[src/rtl/gpu_host_loader.sv]
// Host front end for the 2x2 matrix-multiply GPU: streams operands into GPU memory, starts it, streams results out.
// Optional WAIT watchdog enabled by defining LOADER_TIMEOUT_EN.
module gpu_host_loader #(
  parameter int ADDR_W  = 4,
  parameter int A_BASE  = 0,
  parameter int C_BASE  = 8,
  parameter int TIMEOUT = 64
) (
  input  logic              clk,
  input  logic              reset,
  input  logic              in_valid,
  input  logic [7:0]        in_data,
  output logic              in_ready,
  output logic              mem_we,
  output logic [ADDR_W-1:0] mem_addr,
  output logic [7:0]        mem_wdata,
  input  logic [7:0]        mem_rdata,
  output logic              gpu_start,
  input  logic              gpu_done,
  output logic              out_valid,
  output logic [15:0]       out_data,
  input  logic              out_ready,
  output logic              busy,
  output logic              timeout_err
);

  typedef enum logic [2:0] {
    ST_LOAD, ST_START, ST_WAIT, ST_RD_LO, ST_RD_HI, ST_RD_CAP, ST_OUT
  } state_t;

  localparam logic [ADDR_W-1:0] A_ADDR = ADDR_W'(A_BASE);
  localparam logic [ADDR_W-1:0] C_ADDR = ADDR_W'(C_BASE);

  state_t     state, next_state;
  logic [2:0] cnt;
  logic [1:0] k;
  logic [7:0] lo_byte;
  logic       accept;
  logic       handshake;

  assign accept    = (state == ST_LOAD) && in_valid;
  assign handshake = (state == ST_OUT) && out_ready;

`ifdef LOADER_TIMEOUT_EN
  localparam int WAIT_W = $clog2(TIMEOUT + 1);
  logic [WAIT_W-1:0] wait_cnt;
  logic              wait_expired;

  assign wait_expired = (wait_cnt == WAIT_W'(TIMEOUT - 1));
`endif

  always_ff @(posedge clk or posedge reset) begin
    if (reset) state <= ST_LOAD;
    else       state <= next_state;
  end

  always_comb begin
    next_state = state;
    case (state)
      ST_LOAD:   if (accept && cnt == 3'd7) next_state = ST_START;
      ST_START:  next_state = ST_WAIT;
      ST_WAIT: begin
        if (gpu_done) next_state = ST_RD_LO;
`ifdef LOADER_TIMEOUT_EN
        else if (wait_expired) next_state = ST_LOAD;
`endif
      end
      ST_RD_LO:  next_state = ST_RD_HI;
      ST_RD_HI:  next_state = ST_RD_CAP;
      ST_RD_CAP: next_state = ST_OUT;
      ST_OUT:    if (handshake) next_state = (k == 2'd3) ? ST_LOAD : ST_RD_LO;
      default:   next_state = ST_LOAD;
    endcase
  end

  // Memory port is combinational so a LOAD byte is written in the cycle it is accepted
  always_comb begin
    in_ready  = 1'b0;
    mem_we    = 1'b0;
    mem_addr  = '0;
    mem_wdata = '0;
    case (state)
      ST_LOAD: begin
        in_ready = 1'b1;
        if (in_valid) begin
          mem_we    = 1'b1;
          mem_addr  = A_ADDR + ADDR_W'(cnt);
          mem_wdata = in_data;
        end
      end
      ST_RD_LO: mem_addr = C_ADDR + ADDR_W'({k, 1'b0});
      ST_RD_HI: mem_addr = C_ADDR + ADDR_W'({k, 1'b1});
      default: ;
    endcase
  end

  // Registered outputs are derived from next_state so they line up with the state they describe
  always_ff @(posedge clk or posedge reset) begin
    if (reset) begin
      cnt       <= '0;
      k         <= '0;
      lo_byte   <= '0;
      out_data  <= '0;
      out_valid <= 1'b0;
      gpu_start <= 1'b0;
      busy      <= 1'b0;
    end else begin
      gpu_start <= (next_state == ST_START);
      out_valid <= (next_state == ST_OUT);
      busy      <= (next_state != ST_LOAD);
      if (accept) cnt <= (cnt == 3'd7) ? 3'd0 : cnt + 3'd1;
      if (state == ST_RD_HI)  lo_byte  <= mem_rdata;
      if (state == ST_RD_CAP) out_data <= {mem_rdata, lo_byte};
      if (handshake) k <= (k == 2'd3) ? 2'd0 : k + 2'd1;
    end
  end

`ifdef LOADER_TIMEOUT_EN
  always_ff @(posedge clk or posedge reset) begin
    if (reset) begin
      wait_cnt    <= '0;
      timeout_err <= 1'b0;
    end else begin
      if (state != ST_WAIT) wait_cnt <= '0;
      else                  wait_cnt <= wait_cnt + 1'b1;
      if (state == ST_WAIT && !gpu_done && wait_expired) timeout_err <= 1'b1;
    end
  end
`else
  assign timeout_err = 1'b0;
`endif

endmodule

[config.mk]
export PLATFORM = sky130hd
export DESIGN_NAME = gpu_host_loader
export DESIGN_NICKNAME = d
export VERILOG_FILES = /design/src/rtl/gpu_host_loader.sv
export SDC_FILE = /design/constraint.sdc
export NUM_CORES = 1
export LEC_CHECK = 0
export ABC_AREA = 1
export ABC_CLOCK_PERIOD_IN_PS = 1200
export CAP_MARGIN = 40
export CORE_ASPECT_RATIO = 0.8
export CORE_MARGIN = 5
export CORE_UTILIZATION = 40
export DETAILED_ROUTE_END_ITERATION = 8
export PLACE_DENSITY = 0.75
export SLEW_MARGIN = 20
export SYNTH_ARGS = -nofsm -noshare
export SYNTH_HDL_FRONTEND = slang
export SYNTH_SLANG_ARGS = --single-unit
[constraint.sdc]
create_clock -name clk -period 1.2 [get_ports clk]
set_clock_uncertainty 0.05 [all_clocks]
set_input_delay 0.12 -clock clk [delete_from_list [all_inputs] [get_ports clk]]
set_output_delay 0.12 -clock clk [all_outputs]
set_load 0.01 [all_outputs]
# After elaboration in Yosys (flattened, before gate mapping)
# Cells that the tools add are included.
# totals
elab_cells,41
regBits,35
# op_classes
mux,14
eq_ne,10
n_addsub,4
n_reduce_logical,5
# op_table
cell,count
one-hot mux 3 bit (7 select lines),1
2-to-1 mux 8 bit,2
== test 3 bit (second input constant),5
2-to-1 mux 3 bit,5
one-hot mux 4 bit (3 select lines),1
adder 4 x 3 -> 4 bit (first input constant),2
== test 3 x 1 -> 1 bit (second input constant),2
== test 3 x 2 -> 1 bit (second input constant),2
2-to-1 mux 2 bit,2
adder 3 x 1 -> 3 bit (second input constant),1
logical AND 1 bit,3
zero test 3 bit,1
2-to-1 mux 1 bit,3
nonzero test 3 bit,1
adder 2 x 1 -> 2 bit (second input constant),1
== test 2 bit (second input constant),1

# Logic depth before layout (Yosys ltp)
# Gate-level depths: netlist (run 1).
# depth
ltp_word,6
depth_mapped,6
ltp_nobuf,6

# Worst setup path before layout (run 1)
# No wires, ideal clock.
# synth_timing
path_type,reg2out
from,register state[1]
to,output port mem_addr[1]
required_time_ns,1.030
t_arrival_ns,1.214
path_stages_with_launch,5
path_slack_ns,-0.184
cell_sequence,dfrtp_1 > nor3_2 > nand2_1 > buf_2 > o22ai_1
# synth_via
elab_chain_cells,2
elab_cells_between_ends,4
# synth_rtl
element,line,source
start: declaration,34,"state_t state, next_state;"
start signal: assignment,54,else state <= next_state;
== test 3 bit (tied with other cells),82,case (state)
one-hot mux 4 bit (3 select lines) *,82,
end: declaration,15,"output logic [ADDR_W-1:0] mem_addr,"
# Every way passes the cells marked *; elsewhere a longest branch is shown, timed or not.

# Worst setup path in the final report (run 1)
# layout_timing
from,register state[2]
to,output port mem_wdata[2]
# layout_via
elab_chain_cells,2
# layout_rtl
element,line,source
zero test 3 bit,82,
2-to-1 mux 8 bit,82,
end: declaration,16,"output logic [7:0] mem_wdata,"
# Every way passes these cells.

==> flow_summary.ini, run 1 <==
[yosys]
syn_nets = 204
synthFlopType = dfrtp_1
ys_warn_count = 0
synth_edf_count = 0
yosys_register_bits = 35
synth_async_sr_flop_share_pct = 100
syn-cell-area_um2 = 1590
avgSynthCellArea_um2 = 8.81
synth_cell_types = 24
yosys.area.top_type = dfrtp_1
netlist.area_leader.share_pct = 55.2
synth_most_common_cell = nand2_1
ys_seq_area_share_pct = 55.2
synth.area.top_cells = dfrtp_1 55%, nand2_1 10%, inv_1 7.6%
synthTopCellsByCount = 43 x nand2_1, 35 x dfrtp_1, 32 x inv_1
syn_inst = 180

[die]
start_util_pct = 41.7
die_h_um = 66.3
num_rows = 20
die-area_um2 = 5330
io-pin-count = 55
die_w_um = 80.4
core_um2 = 3800

[worst_setup_path]
crit_path_end_kind = output port
criticalPathCategory = reg -> out
regToRegEndpoint = out_data[5]
reg2regPathDepth = 9
cp.required_ps = 1030
crit_start = state[2]
critPathLaunchType = flip-flop
r2r_slack_ps = -410
worstPathArrival_ps = 1480
path_max_fanout = 6
r2r-start = state[1]

[finish]
areaGrowthSynthToFinish_pct = 78.5
fillerInstances = 249
layout.nets = 288
diodes = 0
drive_above_1_share_pct = 44.3

[global_route]
grt_pass1_vias = 1551
grt_pass1_wl_um = 7890
gr-usage-all-layers_pct = 19.9
grt.overflow.total = 0
grt_max_degree = 36
antenna_found_initial = 0

[outcome]
violations = setup timing
outcome = finished, violations left

[sta]
finalWorstSetupSlack_ps = -454
drv_slew = 0
fin_crit_sh_pct = 138
fmax_mhz = 605
setup_viol = 49
period_minus_slack_ps = 1650
rsz0062_at_grt = yes
hold_viol = 0

[pwr]
powerDensity_nw_per_um2 = 2650
finalPower_mw = 7.48
power.leakage_nw = 1.42
irDropWorstVdd_v = 0.00152

[clocking]
cts_max_level = 2
worst_skew_pair.late_latency_ps = 280
path_clk_slew_ps = 70
cts_hold_buffers = 0
cts_root_buffer = clkbuf_8
cts_buffers = 5
clock_sinks = 35
cts_tree = yes
clk_path_buf_depth = 2

[routing]
postRouteAntennaNets = 0
wl_met3_um = 442
drt-initial-drc-count = 126
post_drt_wl_per_cell_um = 16.2
vias = 1566
routed_wl_um = 5150
firstDrtPassIters = 4
drcViolationCount = 0
drt-met1-wl_um = 2080
via_per_inst = 4.91
top_layer = met4
wl_met2_um = 2550

[run]
maxCapViolCount = 0

[place]
place_ws_ps = -501
gp_congestion = 0.863
hpwl_um = 2820
portBuffers = 53

[hold_path]
holdCritPathClass = in -> async
==> power by group <==
part | switching (mW) | total (mW) | internal (mW)
combinational | 2.30 | 4.49 | 2.18
sequential | 0.463 | 2.22 | 1.76
clock | 0.379 | 0.778 | 0.399
==> through the flow <==
stage | setup TNS, ps | area (um2) | hold WS, ps | instances | util (%)
floorplan | -479 | 1660 | 165 | 180 | -
global placement | -8000 | 2350 | 407 | 297 | 61.8
detailed placement | -8490 | 2350 | 416 | 297 | 61.8
CTS | -13320 | 2710 | 151 | 319 | 71.3
global route | -18820 | 2830 | 180 | 319 | 74.4
finish | -16220 | 2830 | 146 | 319 | 74.4
==> sequential cells by signal, summed over array words and instances, names as in the netlist <==
signal and cells:
busy 1, cnt 3, gpu_start 1, k 2
lo_byte 8, out_data 16, out_valid 1, state 3
==> per-layer routing <==
layer | up-vias | global-route usage, %
met5 | - | 0
met4 | 0 | 5.70
met3 | 11 | 5.04
met2 | 87 | 32.3
met1 | 728 | 26.3
li1 | 740 | -
==> cells by family (layout without fill, tap and decap cells) <==
family                     Yosys count  in the layout  synth area share, %
adders and majority gates            3              3                 2.37
AOI/OAI and AO/OA                   27             27                 10.8
other                                1              1                0.237
DFF                                 35             35                 55.2
and+or+nand+nor                     76             79                 20.9
buffers and inverters               38            119                 10.4
==> cells in the final DEF (no fill, tap or decap), types with 2 or more instances in the layout <==
master / netlist / final
buf_12: 0 / 5
buf_2: 2 / 5
buf_4: 1 / 11
buf_6: 2 / 16
buf_8: 0 / 2
clkbuf_1: 0 / 2
clkbuf_8: 0 / 5
clkdlybuf4s50_1: 0 / 20
dfrtp_1: 35 / 32
dfrtp_2: 0 / 3
dlygate4sd2_1: 0 / 20
ha_2: 0 / 2
inv_1: 32 / 27
inv_2: 0 / 3
inv_4: 0 / 2
nand2_1: 43 / 19
nand2_2: 1 / 16
nand2_4: 1 / 10
nand2_8: 0 / 3
nand3_1: 10 / 10
nand4_1: 2 / 2
nor2_1: 15 / 2
nor2_2: 0 / 7
nor2_4: 1 / 7
o21ai_0: 14 / 8
o21ai_1: 0 / 2
o21ai_2: 8 / 11
o22ai_4: 0 / 2
==> critical path: stages (launching register included) <==
cell and delay [ps]:
dfrtp_2 450, nor3_4 210, nand2_2 130, buf_12 170
nor2_2 100, buf_2 140
==> worst max path at each step <==
stage | cells after the start | end | slack [ps]
global placement | 5 | mem_addr[1] | -490
detailed placement | 5 | mem_wdata[3] | -500
floorplan | 4 | mem_wdata[1] | -40
CTS | 5 | mem_addr[2] | -410
global route | 5 | mem_addr[1] | -510
finish | 5 | mem_wdata[2] | -450
==> area by class of cell <==
cell class	count	area [um2]	area share, %
Tap cell	55	68.8	2.43
Clock buffer	7	76.3	2.70
Sequential cell	35	880	31.1
Inverter	32	125	4.42
Timing Repair Buffer	80	826	29.2
Multi-Input combinational cell	110	853	30.2
==> repair_timing <==
| item | 4_1_cts | 5_1_grt |
|---|---|---|
| cloned | 4 | 0 |
| pin swaps | 13 | 7 |
| setup endpoints to repair | 67 | 49 |
| resized for setup | 126 | 33 |
| setup buffers | 13 | 4 |
Power figures use the tool's default switching activity.
==> run 2: changes to the inputs <==
- CAP_MARGIN: 40 -> 30
==> results of run 2 <==
Same layout as run 1: the final DEF is identical, and so are final timing and power.
==> run 3: changes to the inputs <==
- CORE_MARGIN: 5 -> 3
==> flow_summary.ini, run 3 (synthesis gave the netlist of run 1 again) <==
[worst_setup_path]
r2r_slack_ps = -360
worst_path_max_delay_cell = dfrtp_2
cp_top_family = flip-flops
crit_path_end_kind = output port
reg2regPathDepth = 8
worstPathArrival_ps = 1510
cp_cell_sequence = nor3_4 > nand2_4 > buf_12 > o22ai_4 > buf_6
critPathLaunchType = flip-flop
slowest_delay_ps = 450
cp.required_ps = 1030
cp_num_buf_inv = 2
path_max_fanout = 6
criticalPathCategory = reg -> out
worstSetupPathDepth = 5

[sta]
rsz0062_at_grt = yes
fin_crit_sh_pct = 140
fmax_mhz = 594
drv_slew = 0
setup_tns_ps = -15320
setup_viol = 49
hold_viol = 0
period_minus_slack_ps = 1680
finalWorstSetupSlack_ps = -484

[finish]
top_regs = out_data: 16 flops, lo_byte: 8 flops
drive_above_1_share_pct = 50.6
final_cell_mix = 32 x dfrtp_1, 26 x inv_1, 20 x clkdlybuf4s50_1, 18 x dlygate4sd2_1
areaGrowthSynthToFinish_pct = 92.8
final_area_um2 = 3060
layout.nets = 294
largest_reg_flops = 16
fillerInstances = 174
final_common_cell = dfrtp_1
regMostFlops = out_data
diodes = 0

[die]
die_h_um = 62.3
die-area_um2 = 4760
start_util_pct = 43.9
core_um2 = 3610
die_w_um = 76.4
io-pin-count = 55
num_rows = 19

[routing]
wl_met2_um = 2840
top_layer = met4
post_drt_wl_per_cell_um = 18.1
firstDrtPassIters = 4
drt-met1-wl_um = 2520
via_per_inst = 5.07
postRouteAntennaNets = 0
wl_met3_um = 304
vias = 1638
drcViolationCount = 0
routed_wl_um = 5850
drt-initial-drc-count = 96

[outcome]
violations = setup timing
outcome = finished, violations left

[place]
place_ws_ps = -510
portBuffers = 53
place_area_um2 = 2370
hpwl_um = 2800
gp_congestion = 0.861

[hold_path]
holdCritPathClass = in -> async

[pwr]
powerDensity_nw_per_um2 = 2740
power.leakage_nw = 1.49
irDropWorstVdd_v = 0.00156

[clocking]
clock_sinks = 35
cts_max_level = 2
cts_hold_buffers = 0
cts_buffers = 5
worst_skew_pair.late_latency_ps = 300
clk_path_buf_depth = 2
cts_tree = yes
path_clk_slew_ps = 70
cts_root_buffer = clkbuf_8

[global_route]
grt.overflow.total = 0
grt_pass1_vias = 1597
grt_pass1_wl_um = 8260
gr-usage-all-layers_pct = 21.8
antenna_found_initial = 0
grt_max_degree = 36

[run]
maxCapViolCount = 0
==> run 3: cell types whose count changed in the layout (fill, tap and decap cells not counted), sizes merged <==
cell / previous run / this run
clkdlybuf4s15: 0 / 1
clkbuf: 7 / 8
buf: 39 / 46
dlygate4sd2: 20 / 18
bufbuf: 1 / 0
clkinv: 0 / 1
==> run 3: tightest hold or removal path, cell delays in order <==
cell and delay [ps]:
clkdlybuf4s50_1 400, inv_1 90, buf_12 220
==> run 3: worst paths after layout <==
path,start,to
max,state[2],mem_addr[2]
min,reset,cnt[1]
max reg2reg,state[1],lo_byte[4]
min reg2reg,out_data[2],out_data[2]
max in group asynchronous,reset,state[2]
min in group clk,mem_rdata[0],out_data[8]
==> run 3: routing by layer <==
layer	vias to the layer above	track usage, %
li1	749	-
met1	813	28.7
met2	57	36.7
met3	19	4.34
met4	0	6.11
met5	-	0
==> run 3: power by group <==
group	internal (mW)	switching [mW]
registers	1.76	0.504
clock network	0.407	0.427
logic	2.57	2.70
==> run 3: layout make-up <==
cell class              instances  area, um2  share of cell area, %
multi-input cells             110        985                   32.2
repair buffers                 86        923                   30.2
flip-flops and latches         35        880                   28.8
inverters                      32        123                   4.01
clock buffers                   7       76.3                   2.50
well taps                      52       65.1                   2.13
clock inverters                 1       5.00                  0.164
==> run 3: stage by stage <==
| stage | hold WS, ps | util [%] | total power [mW] | instances |
|---|---|---|---|---|
| final | 127 | 84.6 | 8.36 | 323 |
| after global routing | 148 | 84.6 | 8.79 | 323 |
| after CTS | 146 | 75.6 | 7.08 | 318 |
| after detailed placement | 409 | 65.5 | 5.38 | 297 |
| after global placement | 406 | 65.5 | 5.29 | 297 |
| after floorplan | 165 | - | 3.76 | 180 |
==> run 3: repair_timing <==
item                                    4_1_cts  5_1_grt
pin swaps                                     9       13
cloned                                        5        1
gates resized for setup                     120       75
setup buffers                                 8        5
endpoints found under the setup margin       66       49
hold endpoints to repair                      0        0
